===== src/rtl/led_status_ctrl.sv =====
// Status LED driver: blink prescaler, fault-acknowledge FSM, lamp test.
// Define LED_SIM_FAST_BLINK_EN to force an 8-cycle blink half-period.
module led_status_ctrl #(
   parameter int NUM_LEDS   = 3,
   parameter int BLINK_DIV  = 25_000_000,
   parameter int WARN_BLINK = 0
) (
   input  logic                clk,
   input  logic                reset,
   input  logic [1:0]          system_state,
   input  logic                fault_ack,
   input  logic                lamp_test,
   output logic [NUM_LEDS-1:0] led,
   output logic                blink_phase
);

`ifdef LED_SIM_FAST_BLINK_EN
   localparam int DIV = 8;
`else
   localparam int DIV = BLINK_DIV;
`endif
   localparam int CW = (DIV > 2) ? $clog2(DIV) : 1;

   localparam logic [1:0] S_NORMAL  = 2'b01;
   localparam logic [1:0] S_WARNING = 2'b10;
   localparam logic [1:0] S_FAULT   = 2'b11;

   typedef enum logic [1:0] {
      F_IDLE,
      F_ACTIVE,
      F_ACKED
   } fault_t;

   fault_t              st, st_d;
   logic [CW-1:0]       cnt, cnt_d;
   logic                phase_d;
   logic                is_fault;
   logic                entry;
   logic [NUM_LEDS-1:0] led_d;

   assign is_fault = (system_state == S_FAULT);
   assign entry    = is_fault && (st == F_IDLE);

   always_ff @(posedge clk or posedge reset) begin
      if (reset) begin
         st          <= F_IDLE;
         cnt         <= '0;
         blink_phase <= 1'b0;
         led         <= '0;
      end else begin
         st          <= st_d;
         cnt         <= cnt_d;
         blink_phase <= phase_d;
         led         <= led_d;
      end
   end

   // Fault entry always wins over a same-cycle acknowledge.
   always_comb begin
      st_d = st;
      if (!is_fault) begin
         st_d = F_IDLE;
      end else begin
         case (st)
            F_IDLE:   st_d = F_ACTIVE;
            F_ACTIVE: if (fault_ack) st_d = F_ACKED;
            F_ACKED:  st_d = F_ACKED;
            default:  st_d = F_IDLE;
         endcase
      end
   end

   // Restart the blink on fault entry so the fault LED lights at once.
   always_comb begin
      cnt_d   = cnt + CW'(1);
      phase_d = blink_phase;
      if (entry) begin
         cnt_d   = '0;
         phase_d = 1'b1;
      end else if (cnt == CW'(DIV - 1)) begin
         cnt_d   = '0;
         phase_d = ~blink_phase;
      end
   end

   // LEDs follow next-state values so they land one cycle after sampling.
   always_comb begin
      led_d    = '0;
      led_d[0] = (system_state == S_NORMAL);
      if (system_state == S_WARNING)
         led_d[1] = (WARN_BLINK != 0) ? phase_d : 1'b1;
      case (st_d)
         F_ACTIVE: led_d[2] = phase_d;
         F_ACKED:  led_d[2] = 1'b1;
         default:  led_d[2] = 1'b0;
      endcase
      if (lamp_test)
         led_d = '1;
   end

endmodule


===== config.mk =====
export PLATFORM = sky130hd
export DESIGN_NAME = led_status_ctrl
export DESIGN_NICKNAME = d
export VERILOG_FILES = /design/src/rtl/led_status_ctrl.sv
export SDC_FILE = /design/constraint.sdc
export NUM_CORES = 1
export LEC_CHECK = 0
export BUFFER_PORTS_ARGS = -buffer_cell sky130_fd_sc_hd__clkbuf_2
export CAP_MARGIN = 20
export CORE_MARGIN = 10
export CORE_UTILIZATION = 45
export CTS_CLUSTER_DIAMETER = 30
export DETAILED_ROUTE_END_ITERATION = 16
export GPL_ROUTABILITY_DRIVEN = 0
export PLACE_DENSITY = 0.65
export SYNTH_ARGS = -nofsm -noshare
export SYNTH_HDL_FRONTEND = slang
export SYNTH_SLANG_ARGS = --single-unit

===== constraint.sdc =====
create_clock -name clk -period 1.9 [get_ports clk]
set_input_delay 0.38 -clock clk [delete_from_list [all_inputs] [get_ports clk]]
set_output_delay 0.38 -clock clk [all_outputs]
set_load 0.03 [all_outputs]

==> results.tsv <==
stage	metric	value	unit
floorplan	Chip Width	80.6	microns
timing	Final Max Slew Viols	0	
critical_path	CP Cell Sequence	ha_4 -> nand2_2 -> or4_4 -> or4_4 -> a21oi_1	
timing	Slew @ Worst Pin	0.473	ns
critical_path	CP startpoint	cnt[1]	
final_layout	Layout fillers	297	
power	Reg power frac	48.8	%
yosys	largest family of logic cells by synthesized area	simple AND/OR/NAND/NOR gates	
global_route	vias in the first global route	1311	
yosys	Synth Flop Type	dfrtp_1	
floorplan	die area	6490	sq um
timing	Slew Limit Headroom	68.3	%
detailed_routing	DR vias	1430	
yosys	EDFF count, synth	0	
min_path	Hold WC Path Type	input pin to async pin	
final_layout	Multi-input gate area	862	sq um
floorplan	Core Area	3440	sq um
global_route	initial antenna violation count	0	
job	Max Cap Viol	0	
critical_path	CP endpoint	cnt[22]	
power	Clock Power Share	38.3	%
yosys	fraction of the mapped netlist area in simple logic gates	29.0	%
final_layout	Final Net Count	210	
global_route	largest net degree at the start of global routing	32	
status	status	complete, no violations	
critical_path	reg2reg setup slack	0.01	ns
critical_path	CP Capture Type	flip-flop	
critical_path	crit path DAT	2.10	ns
clocking	CTS Hold Bufs	0	
critical_path	WS Path Type	flip-flop to flip-flop	
yosys	sequential element share of the synthesized area	47.0	%
detailed_routing	final antenna-violating net count	0	
yosys	multiplexer share of the synthesized area	0	%
timing	Final Cycle Share	99.2	%
critical_path	Worst Setup Start Kind	flip-flop	
clocking	clock root cell	clkbuf_8	
yosys	synth unique cells	37	
floorplan	initial core utilization	47.9	%
global_route	first-pass GRT wire length	5.97	mm
clocking	CTS Buf Count	5	
power	leakage	0.845	nW
yosys	syn_nets	183	
detailed_routing	drt first pass iters	4	
floorplan	I/O pin count	10	
clocking	clk_lat worst skew	0.29	ns
yosys	Synth Area in XOR/XNOR	5.84	%
final_layout	Antenna diodes	0	
detailed_routing	Post-Route WL	3.62	mm
critical_path	worst r2r dst	cnt[22]	
yosys	flops & latches, synth	31	
yosys	async set or reset register ratio after synthesis	100	%
critical_path	Most Frequent Cell on Critical Path	or4_4	
timing	TNS Setup	0	ns
detailed_routing	WL/cell	14.6	microns
critical_path	worst r2r path cells	5	
clocking	Clock Path Buffers	2	
clocking	H-tree levels	2	
critical_path	CP delay by family, top	simple AND/OR/NAND/NOR gates	
power	Combinational Power Share	12.9	%
yosys	Ys Warns	0	
timing	crit path time final	1.89	ns
yosys	Gate Count Post-Synth	174	
floorplan	die span in y	80.6	microns
critical_path	WP depth	5	
yosys	Compound-Gate Fraction of Synth Area	12.0	%
critical_path	Worst R2R Start	cnt[1]	
final_layout	Area growth, synth to finish	19.9	%
detailed_routing	drt via density	5.77	
detailed_routing	drt initial violations	97	
critical_path	slowest CP cell	or4_4	
yosys	Synth Area in Adders	2.27	%
yosys	Mean Syn Cell Area	9.48	sq um
power	Cell Pwr Density	760	nW/um^2
timing	Fin. Hold Viols	0	
timing	Fin Clk Skew	0.00564	ns
final_layout	post-layout util	57.5	%
timing	RSZ-0062 raised after global routing	true	
clocking	Worst-path clk slew	0.07	ns
place	port bufs	9	
critical_path	CP required	2.11	ns
power	Pint	0.00112	W
timing	fmax	0.530	GHz
power	NetSw	0.000382	W
final_layout	share of cells above drive strength 1	23.3	%
global_route	All-Layer GR Usage	11.7	%
clocking	CTS sink cnt	31	
detailed_routing	number of remaining DRC errors	0	
floorplan	row cnt	21	
yosys	Cell Area, Synth	1650	sq um
clocking	CTS tree	yes	
critical_path	CP bufs+invs	0	
timing	count of final setup violators	0	
global_route	Overflow after GRT	0	
critical_path	Worst path max stage delay	0.55	ns
critical_path	Critical Path Fanout Max	6	
place	Final HPWL DP	2.49	mm
final_layout	Sequential Area	776	sq um
power	Max IR drop VDD	401	uV
power	Net Sw Frac	25.4	%
==> stage by stage <==
step	total power [W]	hold slack, ns	instances	area [sq um]	setup slack [ns]
after global placement	0.000920	0.457	239	1830	0.0502
after detailed placement	0.000928	0.483	239	1830	0.0170
after global routing	0.00157	0.203	248	1980	-0.0785
after floorplan	0.000852	0.446	174	1650	0.0513
after CTS	0.00151	0.173	247	1930	0.00284
final	0.00150	0.161	248	1980	0.0149
==> worst min path at each step <==
stage | startpoint | endpoint
after floorplan | st[1] | st[0]
after global placement | reset | blink_phase
after detailed placement | reset | blink_phase
after CTS | reset | blink_phase
after global routing | reset | blink_phase
final | reset | cnt[15]
==> registers in the layout, indices dropped and copies added (netlist names) <==
signal,count
blink_phase,1
cnt,25
led,3
st,2
==> layer usage <==
metal	wire length, microns	up-vias	GRT usage, %	share of wire, %
met4	76	0	5.99	2.1
met5	0	-	0	0
met1	1680	702	13.6	47
met2	1700	24	18.4	47
li1	-	697	-	-
met3	157	7	4.45	4.3
==> power groups by stage <==
stage	combinational, W	sequential (W)	clock, W
after floorplan	0.0000955	0.000757	0
after global routing	0.000219	0.000740	0.000613
after CTS	0.000188	0.000729	0.000591
after global placement	0.000181	0.000739	0
final	0.000195	0.000734	0.000576
after detailed placement	0.000187	0.000741	0
==> synthesized netlist by cell type (2+ instances only) <==
| cell type | count | share of area, % |
|---|---|---|
| nand2b_1 | 2 | 0.76 |
| nand2_1 | 10 | 2.3 |
| a21oi_1 | 13 | 3.9 |
| clkbuf_1 | 2 | 0.46 |
| xor2_1 | 8 | 4.2 |
| ha_1 | 3 | 2.3 |
| or3_1 | 3 | 1.1 |
| o21ai_0 | 7 | 2.1 |
| nor4b_1 | 2 | 1.1 |
| nor3_1 | 2 | 0.61 |
| or3_2 | 3 | 1.4 |
| inv_1 | 7 | 1.6 |
| nand4_1 | 7 | 2.7 |
| dfrtp_1 | 31 | 47 |
| xnor2_1 | 3 | 1.6 |
| nand3_1 | 16 | 4.9 |
| o31ai_1 | 7 | 3.2 |
| and3_1 | 6 | 2.3 |
| nor2_1 | 16 | 3.6 |
| a211oi_1 | 2 | 0.91 |
| nand4b_1 | 2 | 1.1 |
| or4_1 | 7 | 3.2 |
==> tightest hold or removal path, delay by kind of cell <==
kind	cells	cell delay, ns
buf+inv	3	0.48
==> cells by family after synthesis <==
family	after synthesis
xor gates and xnor gates	11
and+or+nand+nor	84
buffers and inverters	12
AOI/OAI and AO/OA	33
adders and majority gates	3
DFF	31
==> cell type report <==
class	count	share of cell area [%]
repair buffers	24	7.96
multi-input cells	132	43.6
inverters	7	1.33
well taps	46	2.91
flip-flops and latches	31	39.2
clock buffers	8	5.06
==> what timing repair did <==
item | 4_1_cts | 5_1_grt
gates resized for setup | 0 | 10
setup endpoints to repair | 0 | 7
buffers inserted | 0 | 0
==> layout by cell type (no fill, tap or decap), types with 3 or more instances in the layout <==
cell and n:
or3_1 3, o31ai_1 7, nand3_1 15, xnor2_1 3, xor2_1 8, dfrtp_1 31
or4_1 5, o21ai_0 6, a21oi_2 3, nor2_1 16, clkbuf_8 7, a21oi_1 10
buf_4 15, nand2_1 9, clkbuf_2 9, and3_1 6, nand4_1 7, or4_4 3
inv_1 7
No activity file was read; power rests on OpenSTA's default activity.
